`config.mk`:
```
export PLATFORM = sky130hd
export DESIGN_NAME = kalman_sched
export DESIGN_NICKNAME = d
export VERILOG_FILES = /design/src/rtl/kalman_sched.sv
export SDC_FILE = /design/constraint.sdc
export NUM_CORES = 1
export LEC_CHECK = 0
export CAP_MARGIN = 30
export CORE_MARGIN = 2
export CORE_UTILIZATION = 46
export CTS_CLUSTER_DIAMETER = 200
export DETAILED_ROUTE_END_ITERATION = 6
export PLACE_DENSITY = 0.84
export SYNTH_ARGS = -nofsm -noshare
export SYNTH_HDL_FRONTEND = slang
export SYNTH_SLANG_ARGS = --single-unit
```
`constraint.sdc`:
```
create_clock -name clk -period 2.9 [get_ports clk]
set_input_delay 0.29 -clock clk [delete_from_list [all_inputs] [get_ports clk]]
set_output_delay 0.29 -clock clk [all_outputs]
set_load 0.05 [all_outputs]
```
`src/rtl/kalman_sched.sv`:
```
// Scalar Kalman step scheduler: owns x/P (signed Q8.8) and sequences
// predict, gain and update through one shared external MUL/DIV unit.
//
// state  | meaning
// IDLE   | waiting for init or a measurement
// PRED   | P += Q (clamped to 0x7FFF)
// DIV    | K = (P << 8) / (P + R), capped at 255
// MUL_X  | dx = (z - x) * K
// UPD_X  | x += dx (saturating)
// MUL_P  | P = P * (1 - K)
// DONE   | est_valid pulse
module kalman_sched #(
  parameter int          W       = 16,
  parameter int          FRAC    = 8,
  parameter logic [15:0] P_RESET = 16'h0100
) (
  input  logic         clk,
  input  logic         rst_n,
  input  logic [W-1:0] cfg_q,
  input  logic [W-1:0] cfg_r,
  input  logic         init,
  input  logic [W-1:0] init_x,
  input  logic [W-1:0] init_p,
  input  logic         meas_valid,
  output logic         meas_ready,
  input  logic [W-1:0] meas_z,
  output logic         est_valid,
  output logic [W-1:0] est_x,
  output logic [W-1:0] est_p,
  output logic         busy,
  output logic         alu_req,
  output logic         alu_op,
  output logic [W-1:0] alu_a,
  output logic [W-1:0] alu_b,
  input  logic         alu_ack,
  input  logic [W-1:0] alu_y
);

  localparam logic [W-1:0] P_MAX = {1'b0, {(W-1){1'b1}}};
  localparam logic [W-1:0] S_MIN = {1'b1, {(W-1){1'b0}}};
  localparam logic [W-1:0] ONE   = W'(1) << FRAC;

  typedef enum logic [2:0] {
    S_IDLE, S_PRED, S_DIV, S_MUL_X, S_UPD_X, S_MUL_P, S_DONE
  } state_t;

  state_t         state, state_nxt;
  logic [W-1:0]   x_q, x_nxt, p_q, p_nxt, z_q, z_nxt, dx_q, dx_nxt;
  logic [FRAC-1:0] k_q, k_nxt, k_sat;
  logic [W-1:0]   q_u, r_u, p_pred, div_b, innov, x_sum, k_ext;

  // Signed W+1-bit value saturated to W bits.
  function automatic logic [W-1:0] sat_s(input logic [W:0] s);
    if (s[W] != s[W-1]) return s[W] ? S_MIN : P_MAX;
    return s[W-1:0];
  endfunction

  // Unsigned W+1-bit sum of two non-negative values clamped to P_MAX.
  function automatic logic [W-1:0] sat_u(input logic [W:0] u);
    if (u[W] || u[W-1]) return P_MAX;
    return u[W-1:0];
  endfunction

  assign q_u    = cfg_q & P_MAX;
  assign r_u    = cfg_r & P_MAX;
  assign p_pred = sat_u({1'b0, p_q} + {1'b0, q_u});
  assign div_b  = sat_u({1'b0, p_q} + {1'b0, r_u});
  assign innov  = sat_s({z_q[W-1], z_q} - {x_q[W-1], x_q});
  assign x_sum  = sat_s({x_q[W-1], x_q} + {dx_q[W-1], dx_q});
  assign k_ext  = {{(W-FRAC){1'b0}}, k_q};
  assign k_sat  = (|alu_y[W-1:FRAC]) ? '1 : alu_y[FRAC-1:0];

  always_ff @(posedge clk or negedge rst_n) begin
    if (!rst_n) begin
      state <= S_IDLE;
      x_q   <= '0;
      p_q   <= P_RESET;
      z_q   <= '0;
      dx_q  <= '0;
      k_q   <= '0;
    end else begin
      state <= state_nxt;
      x_q   <= x_nxt;
      p_q   <= p_nxt;
      z_q   <= z_nxt;
      dx_q  <= dx_nxt;
      k_q   <= k_nxt;
    end
  end

  always_comb begin
    state_nxt = state;
    x_nxt     = x_q;
    p_nxt     = p_q;
    z_nxt     = z_q;
    dx_nxt    = dx_q;
    k_nxt     = k_q;
    alu_req   = 1'b0;
    alu_op    = 1'b0;
    alu_a     = '0;
    alu_b     = '0;
    case (state)
      S_IDLE: begin
        if (init) begin
          x_nxt = init_x;
          p_nxt = init_p & P_MAX;
        end else if (meas_valid) begin
          z_nxt     = meas_z;
          state_nxt = S_PRED;
        end
      end
      S_PRED: begin
        p_nxt     = p_pred;
        state_nxt = S_DIV;
      end
      S_DIV: begin
        alu_op = 1'b1;
        alu_a  = p_q;
        alu_b  = div_b;
        // A zero denominator only happens with P=R=0; skip the ALU and use K=0.
        if (div_b == '0) begin
          k_nxt     = '0;
          state_nxt = S_MUL_X;
        end else begin
          alu_req = 1'b1;
          if (alu_ack) begin
            k_nxt     = k_sat;
            state_nxt = S_MUL_X;
          end
        end
      end
      S_MUL_X: begin
        alu_req = 1'b1;
        alu_a   = innov;
        alu_b   = k_ext;
        if (alu_ack) begin
          dx_nxt    = alu_y;
          state_nxt = S_UPD_X;
        end
      end
      S_UPD_X: begin
        x_nxt     = x_sum;
        state_nxt = S_MUL_P;
      end
      S_MUL_P: begin
        alu_req = 1'b1;
        alu_a   = p_q;
        alu_b   = ONE - k_ext;
        if (alu_ack) begin
          p_nxt     = alu_y[W-1] ? '0 : alu_y;
          state_nxt = S_DONE;
        end
      end
      S_DONE:  state_nxt = S_IDLE;
      default: state_nxt = S_IDLE;
    endcase
  end

  assign meas_ready = (state == S_IDLE);
  assign busy       = (state != S_IDLE);
  assign est_valid  = (state == S_DONE);
  assign est_x      = x_q;
  assign est_p      = p_q;

endmodule

```
# Yosys cells after proc, flatten, opt, wreduce, memory -nomap -nowiden
# Index checks and enable logic that the tools add are counted.
# W data, S select, Z words.
# totals
out_inout_bits	69
elab_cells	78
register_bits	75
inputBits	101
# classes
bitwise_logic	1
reduce_logical	17
n_mux	35
n_eq_ne	14
n_addsub	5
# op_table
operator	n
$mux W16	13
$pmux W16 S3	2
$pmux W16 S2	2
$add A16 B15 Y17	2
$mux W8	3
$mux W3	6
$pmux W3 S6	1
$add A16 B16 Y17	1
$sub A16 B16 Y17	1
$logic_not A16 Y1	1
$mux W15	1
$ne A2 B2 Y1 const B	5
$sub A9 B8 Y10 const A	1
$eq A3 B3 Y1 const B	3
$reduce_or A8 Y1	1
$eq A3 B2 Y1 const B	2
$mux W1	6
$reduce_and A2 Y1	3
$reduce_and A3 Y1	2
$reduce_bool A3 Y1	2
$reduce_and A5 Y1	1
$reduce_bool A2 Y1	2
$reduce_or A2 Y1	2
$eq A3 B1 Y1 const B	1
other kinds (6)	8

# Longest topological paths before layout
# logic_depth
word_depth	7
ltp_mapped	13

# Least setup slack after synthesis
# OpenSTA, ideal clock, no wires.
# synth_path
path_type	register to output
from	reg p_q[0], in the netlist est_p[0]
to	out alu_b[2]
path_stages_with_launch	10
setup_slack_ns	-0.868
arrival_ns	3.478
cell_sequence	dfrtp_1 > ha_1 > fa_1 > a211oi_1 > o21ai_1 > a2111oi_2 > o221a_2 > a221oi_4 > nor2_2 > o21ai_0
# synth_via
elab_chain_cells	5
# synth_lines
element	line_no	rtl
start, declared	48	logic [W-1:0] x_q, x_nxt, p_q, p_nxt, z_q, z_nxt, dx_q, dx_nxt;
start signal, assigned	84	p_q <= p_nxt;
$add A16 B15 Y17 (*)	67	assign div_b = sat_u({1'b0, p_q} + {1'b0, r_u});
$logic_or A1 B1 Y1	60	if (u[W] || u[W-1]) return P_MAX;
$mux W1	60	
$mux W16 (*)	61	return u[W-1:0];
$pmux W16 S3 (*)	102	case (state)
end, declared	34	output logic [W-1:0] alu_b,
# Every way passes the cells marked *; elsewhere a longest branch is shown, timed or not.

# Worst setup path after layout
# layout_path
from	reg p_q[0], in the netlist est_p[0]
to	out alu_req
# layout_via
elab_chain_cells	7
# layout_lines
element	line_no	rtl
$add A16 B15 Y17 (*)	67	
$logic_or A1 B1 Y1	60	
$mux W1	60	
$mux W16 (*)	61	
$logic_not A16 Y1 (*)	121	if (div_b == '0) begin
$mux W1 (*)	121	
$pmux W1 S2 (*)	102	
end, declared	31	output logic alu_req,
# Marks and branches as above.

==> results.txt <==
Chip height - 127 um
Port buffer count - 165
Hold Fails Final Rpt - 0
Final Critical Period - 3.74 ns
FFs w/ async S/R, synth - 100%
Initial core utilization - 46.5%
Rel. slew slack - 42.1%
WL/cell - 22.4 um
CP bufs+invs - 2
First-pass GRT wire length - 43.5 mm
Via Count - 8696
Num CTS Buffers - 9
Worst Setup End Kind - primary output
Die extent in x - 127 um
Compound-Gate Fraction of Synth Area - 30.7%
Post-synth top cells - 74 x dfrtp_1, 74 x nor2_1, 64 x nand2_1
Top_reg_cell synth - dfrtp_1
Worst-path clk slew - 0.07 ns
PnR worst setup slack - -0.838 ns
Vias per std cell - 6.37
Distinct cells, synth - 73
Post-route setup TNS - -23.41 ns
N_diodes - 0
Core Box Area - 15000 um2
Row cnt - 45
Worst Path Required - 2.61 ns
Layout cells sized above 1 - 37.8%
Period utilization - 129%
# DRC - 0
Initial DRC Count - 819
Crit path kind - flop to primary output
Number of global-route vias before repair - 8422
Crit-path cells - ha_4 > fa_2 > buf_6 > a211oi_4 > o21ai_4 > a21oi_2 > o311a_1 > o211ai_1 > nor4_4 > nand3_2 > a211o_4 > buf_6
Post-Syn Instances - 821
# setup viols final - 45
Total GRT Usage - 34.3%
Root buffer cell - clkbuf_16
Outcome - complete, but fails checks
Layout area overhead - 68.9%
DRT Wirelength - 30.6 mm
Clock Sinks - 75
Failing checks - setup timing
CP most frequent cell - buf_6
Syn Nets - 989
Yosys top cell by area - dfrtp_1
Clock skew - 0.0104 ns
Post-DRT Antenna Nets - 0
H-tree Lvls - 3
CP peak stage delay - 0.44 ns
RSZ-0062 raised after global routing - true
Core Util, Final - 78.5%
Largest net degree at the start of global routing - 76
HPWL after detailed placement - 21.8 mm
Overflow after GRT - 0
Number of flops mapped to enable cells by yosys - 0
RePlAce Congestion - 0.983
Area share of fa/ha/maj cells after synthesis - 12.4%
Nets@finish - 1341
Min Hold Slack - 0.485 ns
Final Max Tran Viols - 0
Die area - 16200 um2
Initial antenna violation count - 0
Filler cells - 914
Synthesized flop and latch total - 75
DR pass1 iterations - 6
Crit-path leading delay family - compound AO/OA/AOI/OAI gates
Worst setup SP type - flop
Max clock buf depth - 2
Tightest Pin Transition - 0.865 ns
Fmax - 268 MHz
Max-cap viol count - 0
Data arrival, critical path - 3.45 ns
Clk_lat worst skew - 0.36 ns
Ranking of synthesized cells by area - dfrtp_1 26%, ha_1 11%, mux2_2 5.2%
Netlist Area Pre-Place - 6990 um2
Sequential cell area fraction in the yosys report - 26.9%
CTS tree - done
Slowest-stage cell, CP - dfrtp_2
Post-synthesis mux area share - 5.30%
Main combinational cell family by area after synthesis - compound AO/OA/AOI/OAI gates
Yosys top cell area share - 26.5%
Syn Area/Cell - 8.51 um2
Synth warnings - 0
Top Ports - 170
XOR/XNOR share of the synthesized area - 4.76%
Worst Path Max Fanout - 3
Synth Area in Simple Gates - 15.5%
Hold Crit Class - input pin to async pin
through the flow:
| step | setup slack, ns | cells | area (um2) |
|---|---|---|---|
| final | -0.838 | 1366 | 11800 |
| after global routing | -0.921 | 1366 | 11800 |
| after CTS | -0.773 | 1344 | 11300 |
| after detailed placement | -0.915 | 1307 | 10500 |
| after global placement | -0.889 | 1307 | 10500 |
| after floorplan | -0.300 | 821 | 7230 |
timing repair:
action                                  CTS  global route
endpoints found under the setup margin   56            71
resized for setup                        58            67
hold buffers                              1             0
gates cloned                              0             1
setup buffers                            23            22
pin swaps                                37            36
endpoints found under the hold margin     7             0
layout make-up:
| cell class | count | area [um2] | share of cell area, % |
|---|---|---|---|
| Clock inverter | 7 | 98.8 | 0.837 |
| Clock buffer | 9 | 225 | 1.91 |
| Timing Repair Buffer | 373 | 3610 | 30.6 |
| Inverter | 46 | 175 | 1.48 |
| Multi-Input combinational cell | 668 | 5560 | 47.1 |
| Sequential cell | 75 | 1900 | 16.1 |
| Tap cell | 188 | 235 | 1.99 |
sequential cells by signal, summed over array words and instances (netlist names):
| name | cells |
|---|---|
| k_q | 8 |
| state | 3 |
| est_x | 16 |
| z_q | 16 |
| dx_q | 16 |
| est_p | 16 |
cell usage in the layout, fill, tap and decap left out, types with 18 or more instances in the layout:
cell and n:
dfrtp_2 18, clkdlybuf4s50_1 131, nor2_1 66, inv_1 42, a21oi_1 54, buf_6 22, xnor2_1 26, buf_12 31
mux2_2 32, nand2_1 60, a221o_2 19, o21ai_0 25, buf_4 185, ha_1 52, dfrtp_1 56
metal layers:
layer | vias to the layer above | share of wire (%) | routed length (um) | GRT usage, %
met3 | 157 | 8.3 | 2530 | 5.15
met1 | 4168 | 38 | 11500 | 41.8
met5 | - | 0 | 0 | 0
met4 | 0 | 5.9 | 1810 | 15.8
met2 | 568 | 48 | 14700 | 59.7
li1 | 3803 | - | - | -
tightest hold or removal path: cells and delay by family:
family / cells / cell delay, ns
buffers and inverters: 3 / 0.98
cell families (layout without fill, tap and decap cells):
| logic type | count (synthesis) | after routing |
|---|---|---|
| adder cells (fa/ha/maj) | 67 | 67 |
| multiplexers | 33 | 33 |
| AND/OR/NAND/NOR | 230 | 230 |
| XOR/XNOR | 38 | 38 |
| AO/OA/AOI/OAI | 299 | 299 |
| other | 1 | 1 |
| buffers and inverters | 78 | 435 |
| flip-flops | 75 | 75 |
final timing paths:
kind,start,to,slack (ns),cells past startpoint
setup / recovery,est_p[0],alu_req,-0.84,12
hold / removal,rst_n,z_q[10],0.49,3
setup reg to reg,est_p[0],state[0],-0.29,14
hold reg to reg,z_q[11],z_q[11],0.51,1
max in group asynchronous,rst_n,est_x[0],2.01,3
min in group clk,init_x[4],est_x[4],0.50,3
Power is left out: the tool's default activity adds up to more than one toggle a clock period on the data nets, which glitch-free logic cannot reach.
==> RTL change 1 (config.mk and constraints unchanged) <==
Register the inputs `cfg_q` and `cfg_r` before use, cleared by the reset. The logic sees them one clock later. The other inputs are not delayed to match.
--- a/src/rtl/kalman_sched.sv
+++ b/src/rtl/kalman_sched.sv
@@ -44,6 +44,19 @@
     S_IDLE, S_PRED, S_DIV, S_MUL_X, S_UPD_X, S_MUL_P, S_DONE
   } state_t;
 
+  logic [W-1:0] cfg_q_q;
+  logic [W-1:0] cfg_r_q;
+
+  always_ff @(posedge clk or negedge rst_n) begin
+    if (!rst_n) begin
+      cfg_q_q <= '0;
+      cfg_r_q <= '0;
+    end else begin
+      cfg_q_q <= cfg_q;
+      cfg_r_q <= cfg_r;
+    end
+  end
+
   state_t         state, state_nxt;
   logic [W-1:0]   x_q, x_nxt, p_q, p_nxt, z_q, z_nxt, dx_q, dx_nxt;
   logic [FRAC-1:0] k_q, k_nxt, k_sat;
@@ -61,8 +74,8 @@
     return u[W-1:0];
   endfunction
 
-  assign q_u    = cfg_q & P_MAX;
-  assign r_u    = cfg_r & P_MAX;
+  assign q_u    = cfg_q_q & P_MAX;
+  assign r_u    = cfg_r_q & P_MAX;
   assign p_pred = sat_u({1'b0, p_q} + {1'b0, q_u});
   assign div_b  = sat_u({1'b0, p_q} + {1'b0, r_u});
   assign innov  = sat_s({z_q[W-1], z_q} - {x_q[W-1], x_q});
Function: changed (a bounded check fails within 4 cycles, from zero or initial values and one cycle with rst_n low).
==> RTL change 1 against the unedited design <==
The run ends with hold timing, setup timing left; cell count up 0.29%; design area up 0.32%; worst setup slack better by 0.33 ns; maximum frequency up 9.7%; area after synthesis up 11%; sequential cell count up 30; via count down 6.6%; routed wire length down 9.2%; sequential share of layout area up 6.3 points; utilization down 6.9 points; critical path type unchanged; highest routed layer unchanged.
Power is left out: the tool's default activity adds up to more than one toggle a clock period on the data nets, which glitch-free logic cannot reach.
==> RTL change 1: results (changes against the unedited design) <==
.. list-table::
   :header-rows: 1

   * - Metric
     - Value
   * - Sequential share of the synthesized area
     - 34.01% (+7.1 points)
   * - Final setup margin
     - -0.5086 ns (+0.3290 ns)
   * - Clock-pin slew reported for the worst setup and hold paths after clock tree synthesis
     - 0.08 ns
   * - Fraction of layout instances using a drive strength above 1
     - 33.04% (-4.7 points)
   * - Routed length on met3
     - 2244 um (-11%)
   * - Commonest cells in the synthesized netlist
     - sky130_fd_sc_hd__dfrtp_1 (104), sky130_fd_sc_hd__nor2_1 (71), sky130_fd_sc_hd__o21ai_0 (64)
   * - Worst path max stage delay
     - 0.43 ns
   * - Worst setup path start
     - est_x[0]
   * - Placed Area
     - 11,010 um2 (+5.0%)
   * - Via count
     - 8,119 (-6.6%)
   * - Global Route met3 Usage
     - 4.795% (-0.36 points)
   * - Total number of nets in the final design
     - 1,313 (-2.1%)
   * - Final number of max-transition violations
     - 0 (unchanged)
   * - Crit path max fanout
     - 7 (+4)
   * - Violated checks
     - hold timing, setup timing
   * - HPWL after DPL
     - 20,650 um (-5.1%)
   * - Routed met1 length
     - 11,420 um (-0.65%)
   * - Outcome
     - finished, violations left
   * - Worst Path Arrival
     - 3.12 ns (-0.33 ns)
   * - Global-route wire length before repair
     - 42,490 um (-2.4%)
   * - Met2 usage
     - 50.23% (-9.5 points)
   * - GRT Total Usage
     - 30.61% (-3.7 points)
   * - Drt wl/cell
     - 20.27 um (-9.4%)
   * - Met2 Wirelength
     - 13,080 um (-11%)
   * - Post-Syn Nets
     - 1,025 (+3.6%)
   * - Maximum number of pins on one net before global-route repair
     - 55 (-28%)
   * - First DRT Iteration DRCs
     - 869 (+6.1%)
   * - Number of global-route vias before repair
     - 7,801 (-7.4%)
   * - Finish-stage setup viols
     - 32 (-29%)
   * - Hold WS
     - -0.01355 ns (-0.4989 ns)
   * - Final-report hold violation count
     - 5 (+5)
   * - Global Route met1 Usage
     - 40.96% (-0.80 points)
   * - Setup TNS Final
     - -12.43 ns (+10.98 ns)
   * - Final weighted congestion of routability-driven global placement
     - 0.9959 (+1.3%)
   * - Distinct cells, synth
     - 84 (+15%)
   * - Pre-CTS WS
     - -0.1421 ns (+0.7730 ns)
   * - Slew at the pin closest to its max-slew limit
     - 0.8355 ns (-0.02960 ns)
   * - Synth area leaders
     - sky130_fd_sc_hd__dfrtp_1 (34%), sky130_fd_sc_hd__ha_1 (10%), sky130_fd_sc_hd__mux2_2 (4.4%)
   * - CTS H-Tree Depth
     - 3 (unchanged)
   * - Source of the worst register-to-register timing path
     - est_p[1]
   * - Max layer used
     - met4
[RTL change 1: area by class of cell]
type	instances	area, um2
inverters	46	190.2
repair inverters	1	7.507
clock buffers	11	242.7
well taps	220	275.3
fillers	1127	4681
multi-input cells	675	5487
repair buffers	307	2944
flip-flops and latches	105	2658
clock inverters	5	40.04
[RTL change 1: what timing repair did]
item | CTS | global route
hold buffers | 0 | 0
cloned | 3 | 1
resized for setup | 67 | 30
buffers inserted | 11 | 9
endpoints found under the hold margin | 0 | 0
endpoints found under the setup margin | 48 | 70
pin swaps | 39 | 30
[RTL change 1: critical path: cells and delay by family (launching register included)]
kind,cells,cell delay (ns)
compound gates,7,1.46
fa+ha+maj,2,0.39
buf+inv,3,0.48
flops,1,0.43
[RTL change 1: cell families after synthesis]
logic type	count (synthesis)	synth area share [%]
AO/OA/AOI/OAI	301	25.97
AND/OR/NAND/NOR	229	14.73
flip-flops	105	34.01
buffers and inverters	77	4.209
adder cells (fa/ha/maj)	67	11.24
XOR/XNOR	44	4.986
multiplexers	33	4.808
other	1	0.04852
[RTL change 1: worst paths after layout]
| path | endpoint | slack [ns] | cells after the start |
|---|---|---|---|
| max | alu_a[5] | -0.51 | 12 |
| max reg2reg | est_p[0] | 0.02 | 13 |
| max in group asynchronous | cfg_q_q[2] | 2.18 | 2 |
| min reg2reg | dx_q[0] | 0.51 | 2 |
| min | cfg_r_q[6] | -0.01 | 1 |
| min in group clk | cfg_q_q[14] | 0.36 | 1 |
[RTL change 1: metrics by stage]
step | utilization, % | std cells
2_1_floorplan | - | 857
3_3_place_gp | 66.64 | 1334
3_5_place_dp | 66.64 | 1334
4_1_cts | 70.51 | 1361
5_1_grt | 71.67 | 1370
6_report | 71.67 | 1370
==> RTL change 2 (same flow settings) <==
Without the edit above. Set the parameter `FRAC` to 7 (it was 8).
--- a/src/rtl/kalman_sched.sv
+++ b/src/rtl/kalman_sched.sv
@@ -11,7 +11,7 @@
 // DONE   | est_valid pulse
 module kalman_sched #(
   parameter int          W       = 16,
-  parameter int          FRAC    = 8,
+  parameter int          FRAC    = 7,
   parameter logic [15:0] P_RESET = 16'h0100
 ) (
   input  logic         clk,
Behaviour: not the same (Yosys sat finds a counterexample within 4 cycles, from zero or initial values and one cycle with rst_n low).
==> RTL change 2 against the unedited design <==
The run still ends with setup timing left; global-route usage down 2.0 points; cell count decreased by 0.73%; clock skew down 0.0016 ns; area after synthesis down 1.3%; sequential share of layout area increased by 0.25 points; sequential cell count fell by 1; design area down 2.9%; routed wire length down 11%; worst setup slack improved by 0.059 ns.
Power is left out: the tool's default activity adds up to more than one toggle a clock period on the data nets, which glitch-free logic cannot reach.
==> RTL change 2: results (changes against the unedited design) <==
.. list-table::
   :header-rows: 1

   * - Metric
     - Value
   * - Outcome
     - finished, violations left
   * - Violated checks
     - setup timing
   * - Maximum number of pins on one net before global-route repair
     - 53 (-30%)
   * - Count of fill cells added during filler insertion
     - 938 (+2.6%)
   * - Tightest slew margin relative to the limit
     - 40.71% (-1.4 points)
   * - Post-Syn Nets
     - 994 (+0.51%)
   * - Clock Skew
     - 0.008832 ns (-0.001576 ns)
   * - Finish-stage setup viols
     - 42 (-6.7%)
   * - Via count
     - 8,103 (-6.8%)
   * - GRT Total Usage
     - 32.26% (-2.0 points)
   * - Final setup margin
     - -0.7788 ns (+0.05886 ns)
   * - Commonest cells in the synthesized netlist
     - sky130_fd_sc_hd__nor2_1 (94), sky130_fd_sc_hd__dfrtp_1 (73), sky130_fd_sc_hd__nand2_1 (65), sky130_fd_sc_hd__o21ai_0 (65), sky130_fd_sc_hd__ha_1 (63)
   * - Count of multi-input gates
     - 675 (+1.0%)
   * - Count of non-filler cells in the finished layout
     - 1,356 (-0.73%)
   * - Final weighted congestion of routability-driven global placement
     - 0.9547 (-2.9%)
   * - Distinct cells, synth
     - 67 (-8.2%)
   * - Drt wl/cell
     - 20.11 um (-10%)
   * - Multi-input gate share of total cell area
     - 46.70% (-0.38 points)
   * - Worst Path Arrival
     - 3.39 ns (-0.06 ns)
   * - # clk buffers
     - 11 (+2)
   * - Global-route wire length before repair
     - 40,800 um (-6.3%)
   * - Fraction of layout instances using a drive strength above 1
     - 35.58% (-2.2 points)
   * - Mean instance size in the synthesized netlist
     - 8.355 um2 (-1.9%)
   * - Total iterations of the first detailed-routing run
     - 5 (-1)
   * - #FFs+latches synth
     - 74 (-1.3%)
   * - Synth area leaders
     - sky130_fd_sc_hd__dfrtp_1 (26%), sky130_fd_sc_hd__ha_1 (11%), sky130_fd_sc_hd__mux2_2 (5.5%)
RTL change 2: cell count changes in the layout (fill, tap and decap cells not counted), sizes merged, moves of 8 or more:
| cell | unedited run | this run |
|---|---|---|
| o21ai | 52 | 71 |
| a21oi | 65 | 54 |
| buf | 241 | 228 |
| nor2 | 75 | 94 |
| o21a | 15 | 7 |
| a32oi | 8 | 0 |
| o221a | 9 | 0 |
RTL change 2: through the flow:
| step | instance area [um2] | setup WS, ns |
|---|---|---|
| 2_1_floorplan | 7196 | -0.7183 |
| 3_3_place_gp | 10550 | -0.7156 |
| 3_5_place_dp | 10580 | -0.7474 |
| 4_1_cts | 11190 | -0.7232 |
| 5_1_grt | 11470 | -0.9290 |
| 6_report | 11470 | -0.7788 |
RTL change 2: logic make-up (layout without fill, tap and decap cells):
kind of cell | Yosys count | in the layout | synth area share [%]
xor+xnor | 40 | 40 | 5.076
simple gates | 241 | 241 | 16.21
other cells | 1 | 1 | 0.05434
buf+inv | 77 | 423 | 4.369
compound gates | 285 | 285 | 28.30
fa+ha+maj | 69 | 69 | 12.87
flops | 74 | 74 | 26.85
mux | 39 | 39 | 6.273
RTL change 2: final timing paths:
check | to | slack [ns] | cells after the start
max in group asynchronous | est_p[8] | 1.69 | 3
hold reg to reg | z_q[7] | 0.51 | 1
min in group clk | z_q[7] | 0.51 | 1
setup / recovery | alu_req | -0.78 | 11
setup reg to reg | k_q[5] | -0.30 | 12
hold / removal | dx_q[3] | 0.47 | 2
RTL change 2: repair_timing:
item,in CTS,in global routing
gates resized for setup,55,55
setup buffers,10,16
setup endpoints to repair,58,69
endpoints found under the hold margin,22,0
pin swaps,29,35
hold buffers,1,0
RTL change 2: critical path, cell delays in order (launching register included):
cell	delay [ns]
sky130_fd_sc_hd__dfrtp_2	0.44
sky130_fd_sc_hd__ha_4	0.18
sky130_fd_sc_hd__fa_2	0.37
sky130_fd_sc_hd__a211oi_4	0.27
sky130_fd_sc_hd__o21ai_2	0.12
sky130_fd_sc_hd__a211o_1	0.34
sky130_fd_sc_hd__a211o_1	0.30
sky130_fd_sc_hd__a211oi_2	0.24
sky130_fd_sc_hd__nand4_2	0.17
sky130_fd_sc_hd__nor3_4	0.21
sky130_fd_sc_hd__o211ai_1	0.19
sky130_fd_sc_hd__buf_12	0.21
RTL change 2: layer usage:
| layer | GRT usage, % | up-vias | part of all wire, % | wire [um] |
|---|---|---|---|---|
| met1 | 40.51 | 3860 | 40 | 10910 |
| met3 | 4.386 | 81 | 7.0 | 1902 |
| met5 | 0 | - | 0 | 0 |
| li1 | - | 3762 | - | - |
| met4 | 12.80 | 0 | 3.3 | 906 |
| met2 | 56.09 | 400 | 50 | 13540 |
